===== config.mk =====
export PLATFORM = sky130hd
export DESIGN_NAME = dpram_port_arbiter
export DESIGN_NICKNAME = d
export VERILOG_FILES = /design/src/rtl/dpram_port_arbiter.sv
export SDC_FILE = /design/constraint.sdc
export NUM_CORES = 1
export LEC_CHECK = 0
export CORE_ASPECT_RATIO = 1.5
export CORE_UTILIZATION = 38
export CTS_BUF_LIST = sky130_fd_sc_hd__clkbuf_8
export DETAILED_ROUTE_END_ITERATION = 7
export PLACE_DENSITY_LB_ADDON = 0.1
export REMOVE_ABC_BUFFERS = 1
export SLEW_MARGIN = 10
export SYNTH_ARGS = -nofsm -noshare
export SYNTH_HDL_FRONTEND = slang
export SYNTH_SLANG_ARGS = --single-unit
export TNS_END_PERCENT = 30

===== constraint.sdc =====
create_clock -name clk -period 2.7 [get_ports clk]
set_input_delay 0.54 -clock clk [delete_from_list [all_inputs] [get_ports clk]]
set_output_delay 0.54 -clock clk [all_outputs]
set_load 0.005 [all_outputs]

===== src/rtl/dpram_port_arbiter.sv =====
// Two-master Avalon-MM arbiter in front of a single memory slave port.
// One command issues per cycle, granted round-robin. Outstanding reads are
// tagged with the issuing master in an in-order FIFO, so each returning read
// is steered back to the master that issued it.
module dpram_port_arbiter #(
  parameter int unsigned ADDR_W   = 8,
  parameter int unsigned DATA_W   = 32,
  parameter int unsigned MAX_PEND = 4
) (
  input  logic              clk,
  input  logic              reset_n,
  input  logic [ADDR_W-1:0] m0_address,
  input  logic              m0_write,
  input  logic [DATA_W-1:0] m0_writedata,
  input  logic              m0_read,
  output logic              m0_waitrequest,
  output logic [DATA_W-1:0] m0_readdata,
  output logic              m0_readdatavalid,
  input  logic [ADDR_W-1:0] m1_address,
  input  logic              m1_write,
  input  logic [DATA_W-1:0] m1_writedata,
  input  logic              m1_read,
  output logic              m1_waitrequest,
  output logic [DATA_W-1:0] m1_readdata,
  output logic              m1_readdatavalid,
  output logic [ADDR_W-1:0] s_address,
  output logic              s_write,
  output logic [DATA_W-1:0] s_writedata,
  output logic              s_read,
  input  logic [DATA_W-1:0] s_readdata,
  input  logic              s_readdatavalid,
  output logic              err_spurious
);

  localparam int unsigned     PtrW    = $clog2(MAX_PEND);
  localparam int unsigned     CntW    = $clog2(MAX_PEND + 1);
  localparam logic [CntW-1:0] FullCnt = CntW'(MAX_PEND);

  logic [MAX_PEND-1:0] tag_q;
  logic [PtrW-1:0]     wr_ptr_q, wr_ptr_d;
  logic [PtrW-1:0]     rd_ptr_q, rd_ptr_d;
  logic [CntW-1:0]     pend_cnt_q, pend_cnt_d;
  logic                last_grant_q, last_grant_d;
  logic [DATA_W-1:0]   m0_rdata_q, m1_rdata_q;
  logic                m0_rvalid_q, m1_rvalid_q;
  logic                err_q;

  logic pop, spurious, read_ok, elig0, elig1, issue, gnt, push, pop_tag;

  // Qualify requests, pick a winner and drive the slave command combinationally.
  always_comb begin
    pop      = s_readdatavalid && (pend_cnt_q != '0);
    spurious = s_readdatavalid && (pend_cnt_q == '0);
    // A full FIFO can still take a read if an entry frees up this same cycle.
    read_ok  = (pend_cnt_q != FullCnt) || pop;
    elig0    = m0_write || (m0_read && read_ok);
    elig1    = m1_write || (m1_read && read_ok);
    // Gated so nothing issues while reset is asserted.
    issue    = reset_n && (elig0 || elig1);
    gnt      = (elig0 && elig1) ? ~last_grant_q : elig1;

    s_address   = '0;
    s_writedata = '0;
    s_write     = 1'b0;
    s_read      = 1'b0;
    if (issue) begin
      s_address   = gnt ? m1_address   : m0_address;
      s_writedata = gnt ? m1_writedata : m0_writedata;
      s_write     = gnt ? m1_write     : m0_write;
      // Write wins when a master raises both strobes.
      s_read      = gnt ? (m1_read && !m1_write) : (m0_read && !m0_write);
    end
    push = s_read;

    m0_waitrequest = !(issue && !gnt);
    m1_waitrequest = !(issue && gnt);
  end

  // Next-state for tag pointers, outstanding count and round-robin pointer.
  always_comb begin
    wr_ptr_d     = push ? wr_ptr_q + PtrW'(1) : wr_ptr_q;
    rd_ptr_d     = pop  ? rd_ptr_q + PtrW'(1) : rd_ptr_q;
    pend_cnt_d   = pend_cnt_q + CntW'(push) - CntW'(pop);
    last_grant_d = issue ? gnt : last_grant_q;
    pop_tag      = tag_q[rd_ptr_q];
  end

  // Tag FIFO storage, pointers, count and arbitration state.
  always_ff @(posedge clk or negedge reset_n) begin
    if (!reset_n) begin
      tag_q        <= '0;
      wr_ptr_q     <= '0;
      rd_ptr_q     <= '0;
      pend_cnt_q   <= '0;
      last_grant_q <= 1'b1;
    end else begin
      if (push) tag_q[wr_ptr_q] <= gnt;
      wr_ptr_q     <= wr_ptr_d;
      rd_ptr_q     <= rd_ptr_d;
      pend_cnt_q   <= pend_cnt_d;
      last_grant_q <= last_grant_d;
    end
  end

  // Steer returning read data to the tagged master and latch spurious responses.
  always_ff @(posedge clk or negedge reset_n) begin
    if (!reset_n) begin
      m0_rdata_q  <= '0;
      m1_rdata_q  <= '0;
      m0_rvalid_q <= 1'b0;
      m1_rvalid_q <= 1'b0;
      err_q       <= 1'b0;
    end else begin
      m0_rvalid_q <= pop && !pop_tag;
      m1_rvalid_q <= pop && pop_tag;
      if (pop && !pop_tag) m0_rdata_q <= s_readdata;
      if (pop && pop_tag)  m1_rdata_q <= s_readdata;
      if (spurious)        err_q      <= 1'b1;
    end
  end

  assign m0_readdata      = m0_rdata_q;
  assign m1_readdata      = m1_rdata_q;
  assign m0_readdatavalid = m0_rvalid_q;
  assign m1_readdatavalid = m1_rvalid_q;
  assign err_spurious     = err_q;

endmodule

Word-level counts from Yosys, hierarchy flattened

Index checks and enable logic that the tools add are counted.

Memories: 0
Bits of input ports: 119
Flip-flop bits (word level): 79
Bits in latches: 0
Bits in writable memories: 0
Bits in read-only memories: 0
Output and inout bits: 111
Word-level logic and storage cells: 58

$lt $le $gt $ge: 3
Bitwise logic cells: 1
Mux-type cells: 14
Reduce and logical (&&, ||, !) cells: 25
Div/mod/pow operators: 0
Shifts and indexed selects: 0
Add/subtract/negate cells: 4
Multiply operators: 0
Equality and inequality tests: 1

Operator list:

| operator              | count |
|---|---|
| $mux W32              | 2 |
| $mux W8               | 2 |
| $logic_and A1 B1 Y1   | 13 |
| $mux W1               | 7 |
| $logic_not A1 Y1      | 6 |
| $lt A2 B3 Y1 const B  | 2 |
| $add A2 B1 Y2 const B | 2 |
| $bwmux W4             | 1 |
| $logic_or A1 B1 Y1    | 4 |
| $add A3 B1 Y3         | 1 |
| $logic_not A3 Y1      | 1 |
| $ne A3 B3 Y1 const B  | 1 |
| $reduce_bool A3 Y1    | 1 |
| $sub A3 B1 Y3         | 1 |
| $bmux W1 S2           | 1 |
| $demux W1 S2          | 1 |
| $ge A2 B1 Y1 const B  | 1 |
| $not A1 Y1            | 1 |

Longest topological paths before layout

Depth in word-level cells: 11
Gate-level depth with buffers: 9
Gate-level depth less buffers: 9

Worst setup path after synthesis

OpenSTA, ideal clock, no wires.

Path type: input port to flip-flop
Start: in s_readdatavalid
End: reg pend_cnt_q[2]
Data required time: 2577 ps
Path slack: 134 ps
Library setup time: 123 ps
Cell stages on the path: 8
Path buffers: 1
Arrival: 2443 ps
Cells stage by stage: or4b_1 > buf_2 > o311ai_0 > nor2_1 > ha_1 > fa_1 > xnor2_1 > xnor2_1

Longest elaborated chain between the ends: 10
Elaborated cells on any way between the ends: 14
Those cells by class: add/sub (2); mux (3); reduce/logical (9)

Ends and longest elaborated chain:

| item                                          | RTL line | RTL |
|---|---|---|
| start: declaration                            | 31       | `input logic s_readdatavalid,` |
| $logic_and A1 B1 Y1 (*)                       | 52       | `pop = s_readdatavalid && (pend_cnt_q != '0);` |
| $logic_or A1 B1 Y1 (*)                        | 55       | `read_ok = (pend_cnt_q != FullCnt) \|\| pop;` |
| $logic_and A1 B1 Y1, on equally long branches | 56, 57   |  |
| $logic_or A1 B1 Y1, on equally long branches  | 56, 57   |  |
| $logic_and A1 B1 Y1                           | 60       | `gnt = (elig0 && elig1) ? ~last_grant_q : elig1;` |
| $mux W1                                       | 60       |  |
| $mux W1                                       | 71       | `s_read = gnt ? (m1_read && !m1_write) : (m0_read && !m0_write);` |
| $mux W1 (*)                                   | 66       | `if (issue) begin` |
| named net s_read                              | 29       | `output logic s_read,` |
| $add A3 B1 Y3 (*)                             | 83       | `pend_cnt_d = pend_cnt_q + CntW'(push) - CntW'(pop);` |
| $sub A3 B1 Y3 (*)                             | 83       |  |
| named net pend_cnt_d[2]                       | 42       | `logic [CntW-1:0] pend_cnt_q, pend_cnt_d;` |
| end signal: assignment                        | 100      | `pend_cnt_q <= pend_cnt_d;` |
| end: declaration                              | 42       |  |

The timed path passes the listed nets; every way through them passes the cells marked *.
A chain may end at the register's enable or synchronous reset.

Worst setup path after layout

Start: reg pend_cnt_q[0]
End: out s_writedata[10]

Longest elaborated chain between the ends: 9
Elaborated cells on any way between the ends: 14
Those cells by class: eq/ne (1); mux (3); reduce/logical (10)

Ends and longest elaborated chain:

| item                                          | RTL line | RTL |
|---|---|---|
| $reduce_bool A3 Y1                            | 52       |  |
| $logic_and A1 B1 Y1                           | 52       |  |
| $logic_or A1 B1 Y1 (*)                        | 55       |  |
| $logic_and A1 B1 Y1, on equally long branches | 56, 57   |  |
| $logic_or A1 B1 Y1, on equally long branches  | 56, 57   |  |
| $logic_and A1 B1 Y1                           | 60       |  |
| $mux W1                                       | 60       |  |
| $mux W32                                      | 68       | `s_writedata = gnt ? m1_writedata : m0_writedata;` |
| $mux W32 (*)                                  | 66       |  |
| end: declaration                              | 28       | `output logic [DATA_W-1:0] s_writedata,` |

Mark *: on every way between the ends. The rest lies on a longest branch, timed or not.

==> results.yml <==
layout:
  layout-drive-gt1-share: 0.3421
  final_common_cell: "clkdlybuf4s50_1"
  ff_latch_area_sq_um: 1978
  multiInputGateArea_sq_um: 1585
  final_cell_mix: "183 x clkdlybuf4s50_1, 78 x dfrtp_1, 69 x mux2_2"
  area_growth_pct: 80.82
  utilization: 0.7115
  layout.nets: 657
  fill_cells: 689
sta:
  hold_slack_ns: 0.4657
  post-route-min-period_ns: 2.995
  fmax_mhz: 333.9
  final.setup.tns_ns: -8.635
  setup_viol: 42
  fin_crit_sh: 1.109
  rsz0062_at_grt: "true"
  worst_pin_slew_ns: 0.9363
  postLayoutSetupSlackWorst_ns: -0.2953
  relSlewSlack: 0.3758
  hold_viol_final: 0
  final-max-slew-violation-count: 0
  fin_worst_skew_ns: 0.007136
clock_network:
  htreeDepth: 3
  cts_tree: "built"
  clkTransAtPathRegs_ns: 0.08
  cts_made_buffers: 9
  root_buffer: "clkbuf_8"
  clockBufferDepth: 2
  insertion_delay_ns: 0.34
  cts.sinks: 79
drt:
  first_iter_violations: 119
  viasPerCell: 5.093
  detail-route-antenna-nets: 0
  num_vias: 3300
  drc: 0
  first_pass_iters: 4
  routedWlPerCell_microns: 20.39
  wl_microns: 13210
yosys:
  yosys_register_bits: 79
  synth_cells: 262
  yosys_most_used_dff: "dfrtp_1"
  synth_async_sr_flop_share: 1.000
  ys_types: 31
  synth-edff-count: 0
  seq_area_frac_synth: 0.5433
  yosysWarnings: 0
  avgSynthCellArea_sq_um: 13.90
  synth_area_sq_um: 3641
pwr:
  finalPower_uw: 6401
  powerDensity_nw_per_um2: 972.2
  vdd_drop_max_v: 0.0006417
  power_leakage_uw: 0.002931
setup_path:
  crit_path_end_kind: "output pin"
  cp.arrival_ns: 2.46
  reg2reg_slack_ns: 0.28
  critPathLaunchType: "flop"
  reg2reg_to: "pend_cnt_q[2]"
  r2r_start: "pend_cnt_q[0]"
  crit_end: "s_writedata[10]"
  crit_fanout: 6
  worstPathRequired_ns: 2.16
  r2r_cells: 9
  startpoint: "pend_cnt_q[0]"
  criticalPathCategory: "reg -> out"
run:
  max-cap-violations: 0
floorplanning:
  core-area_sq_um: 9254
  die_area_sq_um: 9985
  std_cell_rows: 43
  fp.dieH_microns: 121.9
  ioPinCount: 230
  die_w_microns: 81.93
  initial_core_util: 0.3935
global_routing:
  grt_usage: 0.2663
  grt_max_degree: 76
  antenna_found_initial: 2
  grt_pass1_wl_microns: 18860
  grt_pass1_vias: 3457
  overflow: 0
place:
  gp_congestion: 0.8368
  dp_slack_ns: -0.8110
  io_buffers: 229
  hpwl_microns: 9400
status:
  violations: "setup timing"
  status: "finished, violations left"
hold_path:
  hp-start: "err_spurious"
  hold_path_class: "reg -> reg"
-- where the power goes --
group          switching [uW]  internal (uW)
Combinational            1140           2200
Sequential                315           1800
Clock                     411            535
-- per-layer routing --
metal	global-route usage	vias up	part of all wire
met3	0.09438	16	0.11
met5	0	-	0
met2	0.4504	166	0.50
li1	-	1503	-
met4	0.1064	0	0.025
met1	0.2989	1615	0.37
-- cells by family (layout without fill, tap and decap cells) --
logic type,Yosys count,after routing,share of synthesized area
other,0,1,0
AO/OA/AOI/OAI,51,51,0.1172
adder cells (fa/ha/maj),7,7,0.02612
XOR/XNOR,5,5,0.01203
AND/OR/NAND/NOR,21,21,0.03986
buffers and inverters,29,302,0.04192
multiplexers,70,70,0.2196
flip-flops,79,79,0.5433
-- critical path, cell delays in order (launching register included) --
cell      delay [ns]
dfrtp_1         0.38
or4b_4          0.55
buf_6           0.15
nand3b_1        0.12
nor3b_4         0.23
buf_6           0.13
buf_6           0.11
buf_8           0.11
a22o_1          0.19
buf_2           0.13
-- cell type report --
cell class	instances	share of cell area
Multi-Input combinational cell	154	0.2408
Inverter	13	0.007412
Clock buffer	10	0.02090
Tap cell	112	0.02128
Timing Repair Buffer	274	0.3976
Clock inverter	5	0.01121
Sequential cell	79	0.3005
Antenna cell	1	0.0003801
-- worst min-delay path by stage --
stage | to | slack, ns | cells after the start
3_5_place_dp | pend_cnt_q[1] | 0.37 | 1
4_1_cts | err_spurious | 0.47 | 1
2_1_floorplan | err_spurious | 0.24 | 0
5_1_grt | err_spurious | 0.49 | 1
3_3_place_gp | pend_cnt_q[1] | 0.37 | 1
6_report | err_spurious | 0.47 | 1
-- synth_stat cells (2+ instances only) --
cell type,instances,area [sq um]
a21o_1,2,15.01
a21oi_1,2,10.01
a22o_1,40,350.3
buf_2,11,55.05
buf_6,4,45.04
dfrtp_1,78,1952
ha_1,6,75.07
inv_1,13,48.80
mux2_2,69,777.0
nand2_1,3,11.26
nor2_1,4,15.01
nor3_1,3,15.01
nor3b_1,4,30.03
o21ai_0,2,10.01
xnor2_1,5,43.79
-- state kept, by name, summed over array words and instances (netlist names) --
name / cells
err_spurious: 1
m0_readdatavalid: 1
m1_readdatavalid: 1
pend_cnt_q: 3
wr_ptr_q: 2
m0_readdata: 32
tag_q: 4
m1_readdata: 32
last_grant_q: 1
rd_ptr_q: 2
-- timing repair --
item / in CTS / in global routing
hold buffers: 1 / 0
hold endpoints to repair: 4 / 0
pin swaps: 29 / 14
buffers inserted: 16 / 4
gates cloned: 5 / 0
endpoints found under the setup margin: 44 / 44
gates resized for setup: 186 / 16
-- stage by stage --
stage / cell area, sq um / std cells
final: 6584 / 648
after global routing: 6584 / 648
after CTS: 6615 / 646
after detailed placement: 6196 / 609
after global placement: 6196 / 609
after floorplan: 3537 / 246
(Power assumes the default switching activity.)
==> edit 1: new RTL, config.mk and constraints unchanged <==
Reset style: synchronous (`reset_n`), changed in 2 clocked blocks.
--- a/src/rtl/dpram_port_arbiter.sv
+++ b/src/rtl/dpram_port_arbiter.sv
@@ -88,3 +88,3 @@
   // Tag FIFO storage, pointers, count and arbitration state.
-  always_ff @(posedge clk or negedge reset_n) begin
+  always_ff @(posedge clk) begin
     if (!reset_n) begin
@@ -105,3 +105,3 @@
   // Steer returning read data to the tagged master and latch spurious responses.
-  always_ff @(posedge clk or negedge reset_n) begin
+  always_ff @(posedge clk) begin
     if (!reset_n) begin
Behaviour: differs if reset_n is asserted again (counterexample within 4 cycles, from zero or initial values and one cycle with reset_n low); with reset_n held inactive, the same outputs for 10 cycles.
==> edit 1 against the original RTL <==
The run still ends with negative setup slack left; critical endpoint is now s_writedata[3]; non-clock buffer count decreased by 3; setup slack improved by 48 ps; design area decreased by 4.8%; area after synthesis decreased by 5.8%; sequential cell count unchanged; wire length decreased by 8.7%.
Power is not compared: it rests on default switching activity, and its combinational part moved more than twofold at a synthesized area within 25%.
==> edit 1: results (changes against the original RTL) <==
| Metric | Value |
|---|---|
| Status | `finished with violations (unchanged)` |
| Failing checks | `negative setup slack (unchanged)` |
| Yosys warns | `0 (unchanged)` |
| Initial antenna violation count | `1 (was 2)` |
| Sequential area share after synthesis | `46.1% (was 54.3%)` |
| Non-filler cells, final | `753 (was 648)` |
| Synth Area in XOR/XNOR | `1.02% (was 1.20%)` |
| Filler cell count | `684 (was 689)` |
| Pin count of the biggest net entering global routing | `59 (was 76)` |
| Met2 Use GR | `46.8% (was 45.0%)` |
| WL final | `12.1 mm (was 13.2 mm)` |
| Met3 usage | `7.03% (was 9.44%)` |
| Syn Inst Count | `390 (was 262)` |
| Area of the multi-input gates | `1670 sq um (was 1590 sq um)` |
| Setup WS pre-CTS | `-812 ps (was -811 ps)` |
| Post-DP HPWL | `8.97 mm (was 9.40 mm)` |
| Number of iterations in the first detailed-routing pass | `8 (was 4)` |
| Post-route setup slack | `-248 ps (was -295 ps)` |
| Static leakage | `2.51 nW` |
| Largest fanout on the critical path | `7 (was 6)` |
| Mux share of post-synthesis cell area | `1.57% (was 22.0%)` |
| Peak supply drop | `0.437 mV` |
| Adder-cell area share of the yosys netlist | `2.77% (was 2.61%)` |
| Post-Route M1 WL | `4.22 mm (was 4.87 mm)` |
| Gr usage total | `25.6% (was 26.6%)` |
| Layout cells sized above 1 | `18.5% (was 34.2%)` |
| CTS Buf Count | `9 (unchanged)` |
| Grt met1 use | `24.8% (was 29.9%)` |
| Final setup vio count | `41 (was 42)` |
| Setup TNS | `-8660 ps (was -8630 ps)` |
| Worst Hold Class | `reg -> reg (unchanged)` |
| Delay-heaviest family, CP | `compound AO/OA/AOI/OAI gates (was simple AND/OR/NAND/NOR gates)` |
| Final net count | `763 (was 657)` |
| Slowest cell on crit path | `or4b_4 (unchanged)` |
| Placer Congestion | `0.814 (was 0.837)` |
| GRT Max-Usage Layer | `met2 (unchanged)` |
| Clk_lat worst skew | `350 ps` |
| First-pass GRT wire length | `18.3 mm (was 18.9 mm)` |
| CTS root buf | `clkbuf_8 (unchanged)` |
| Yosys cell types | `34 (was 31)` |
| Via/cell ratio | `5.25 (was 5.09)` |
| Top post-synthesis cells by area | `dfxtp_1, a22o_1, nand3_1 (was dfrtp_1, mux2_2, a22o_1)` |
| Inst Count DP | `721 (was 609)` |
| Final Skew | `6.77 ps (was 7.14 ps)` |
| Clock buffer depth | `2 (unchanged)` |
| Met3 WL post-DR | `959 um (was 1.43 mm)` |
| Worst stage delay on the critical path | `560 ps` |
| Synth cell count leaders | `dfxtp_1, nand3_1, o21ai_0 (was dfrtp_1, mux2_2, a22o_1)` |
| Dpl cell area | `5920 sq um (was 6200 sq um)` |
| Drt first-iter violations | `148 (was 119)` |
| Synth Area in Compound Gates | `24.7% (was 11.7%)` |
| Ys async rst share | `0% (was 100%)` |
| Tightest Pin Transition | `563 ps (was 936 ps)` |
| Met2 Wirelength | `6.34 mm (was 6.59 mm)` |
| Port buffer count | `229 (unchanged)` |
| Number of global-route vias before repair | `3825 (was 3457)` |
edit 1: timing repair:
action                                  4_1_cts  5_1_grt
buffers inserted                             11        2
endpoints found under the setup margin       44       42
resized for setup                           181        8
pin swaps                                    25       17
cloned                                        3        0
edit 1: path summary, 6_finish.rpt:
path	startpoint	cells after the start	slack (ps)	endpoint
max	pend_cnt_q[1]	8	-250	s_writedata[3]
min	m1_readdata[10]	2	470	m1_readdata[10]
max reg2reg	pend_cnt_q[1]	9	400	tag_q[2]
min reg2reg	m1_readdata[10]	2	470	m1_readdata[10]
edit 1: cell type report:
cell class / instances / share of cell area [%]
timing repair buffer: 271 / 41.1
multi-input combinational: 263 / 26.6
sequential: 79 / 25.2
clock buffer: 11 / 2.41
tap: 110 / 2.19
clock inverter: 5 / 1.66
inverter: 13 / 0.818
antenna: 1 / 0.0399
edit 1: report_power, final:
part	leakage (nW)	total (mW)	internal (mW)	switching, mW
clock network	0.130	1.09	0.664	0.421
logic	1.74	1.42	0.800	0.617
registers	0.643	1.44	1.34	0.101
==> edit 2: new RTL, same settings <==
Made on the original files. `ADDR_W`: 8 -> 10.
--- a/src/rtl/dpram_port_arbiter.sv
+++ b/src/rtl/dpram_port_arbiter.sv
@@ -5,3 +5,3 @@
 module dpram_port_arbiter #(
-  parameter int unsigned ADDR_W   = 8,
+  parameter int unsigned ADDR_W   = 10,
   parameter int unsigned DATA_W   = 32,
Ports: changed (resized m0_address, m1_address and s_address); port bits go from 230 to 236. No check against the original RTL was run, so the function may have changed too.
==> edit 2 against the original RTL <==
The run still ends with negative setup slack left; area after synthesis increased by 2.3%; setup slack got worse by 21 ps; sequential share of layout area decreased by 1.7 points; largest power group unchanged; total power is 4.1% higher; sequential cell count unchanged; wire length is 3.2% higher; design area grew 6.0%; critical path depth unchanged; highest routed layer unchanged; first-iteration DRC count decreased by 18%; non-clock buffer count increased by 10.
==> edit 2: results (changes against the original RTL) <==
| Metric | Value |
|---|---|
| Number of global-route vias before repair | `3459 (was 3457)` |
| Post-route setup slack | `-316 ps (was -295 ps)` |
| Final setup vio count | `45 (was 42)` |
| Initial antenna violation count | `1 (was 2)` |
| Yosys cell types | `33 (was 31)` |
| Avg Cell Area, Syn | `14.1 sq um (was 13.9 sq um)` |
| Peak supply drop | `0.622 mV (was 0.642 mV)` |
| Top post-synthesis cells by area | `dfrtp_1, mux2_2, a22o_2 (was dfrtp_1, mux2_2, a22o_1)` |
| P_int | `4.74 mW (was 4.54 mW)` |
| Layout cells sized above 1 | `42.0% (was 34.2%)` |
| Drt first-iter violations | `97 (was 119)` |
| Status | `finished with violations (unchanged)` |
| WL/cell | `20.6 um (was 20.4 um)` |
| Sequential area share after synthesis | `53.1% (was 54.3%)` |
| Setup TNS | `-10160 ps (was -8630 ps)` |
| Placer Congestion | `0.867 (was 0.837)` |
| Largest fanout on the critical path | `4 (was 6)` |
| Via/cell ratio | `5.16 (was 5.09)` |
| Dpl cell area | `6320 sq um (was 6200 sq um)` |
| Worst stage delay on the critical path | `580 ps (was 550 ps)` |
| First-pass GRT wire length | `19.3 mm (was 18.9 mm)` |
| Failing checks | `negative setup slack (unchanged)` |
| Setup WS pre-CTS | `-849 ps (was -811 ps)` |
| Post-DP HPWL | `9.18 mm (was 9.40 mm)` |
| Static leakage | `3.08 nW (was 2.93 nW)` |
edit 2: changes by cell type after synthesis, sizes merged:
cell,unedited run,this run
a22o,40,42
buf,15,14
clkbuf,1,2
edit 2: final timing paths:
path | from | endpoint | slack, ps | cells after the start
min in group asynchronous | reset_n | m1_readdatavalid | 490 | 2
setup / recovery | pend_cnt_q[0] | s_address[7] | -320 | 9
max in group asynchronous | reset_n | m0_readdata[27] | 1590 | 2
setup reg to reg | pend_cnt_q[0] | pend_cnt_q[2] | 0 | 11
hold reg to reg | err_spurious | err_spurious | 460 | 1
hold / removal | err_spurious | err_spurious | 460 | 1
edit 2: cells by family after synthesis:
logic type | after synthesis | synth area share, %
AO/OA/AOI/OAI | 53 | 13.0
XOR/XNOR | 5 | 1.18
AND/OR/NAND/NOR | 21 | 3.90
buffers and inverters | 29 | 4.77
multiplexers | 70 | 21.5
adder cells (fa/ha/maj) | 7 | 2.55
flip-flops | 79 | 53.1
edit 2: layer usage:
metal  up-vias  global-route usage (%)  wire length, um
met5         -                       0                0
met4         0                    8.94              537
li1       1524                       -                -
met3        30                    7.61             1020
met1      1681                    29.6             5140
met2       179                    43.4             6940
edit 2: area by class of cell:
class                   instances  area (sq um)  share of cell area [%]
diodes                          1          2.50                  0.0358
clock buffers                  10           138                    1.97
clock inverters                 6           108                    1.54
inverters                      13          51.3                   0.735
multi-input cells             156          1780                    25.5
flip-flops and latches         79          1980                    28.3
well taps                     112           140                    2.01
repair buffers                284          2780                    39.9
edit 2: worst max-delay path, delay by kind of cell (launching register included):
kind            cells  cell delay, ps
compound gates      2             430
buf+inv             5             640
flops               1             390
simple gates        2             660
edit 2: power by group through the flow:
stage | sequential (mW) | clock (mW) | combinational [mW]
after floorplan | 2.16 | 0 | 1.31
after global placement | 2.10 | 0 | 3.24
after detailed placement | 2.14 | 0 | 3.29
after CTS | 2.13 | 1.09 | 3.44
after global routing | 2.20 | 1.12 | 3.71
final | 2.12 | 1.06 | 3.49
edit 2: timing repair:
action                                 4_1_cts  5_1_grt
pin swaps                                   10       16
setup buffers                               14        8
hold buffers                                 1        0
setup endpoints to repair                   46       47
gates resized for setup                    134      101
cloned                                       2        3
endpoints found under the hold margin        4        0
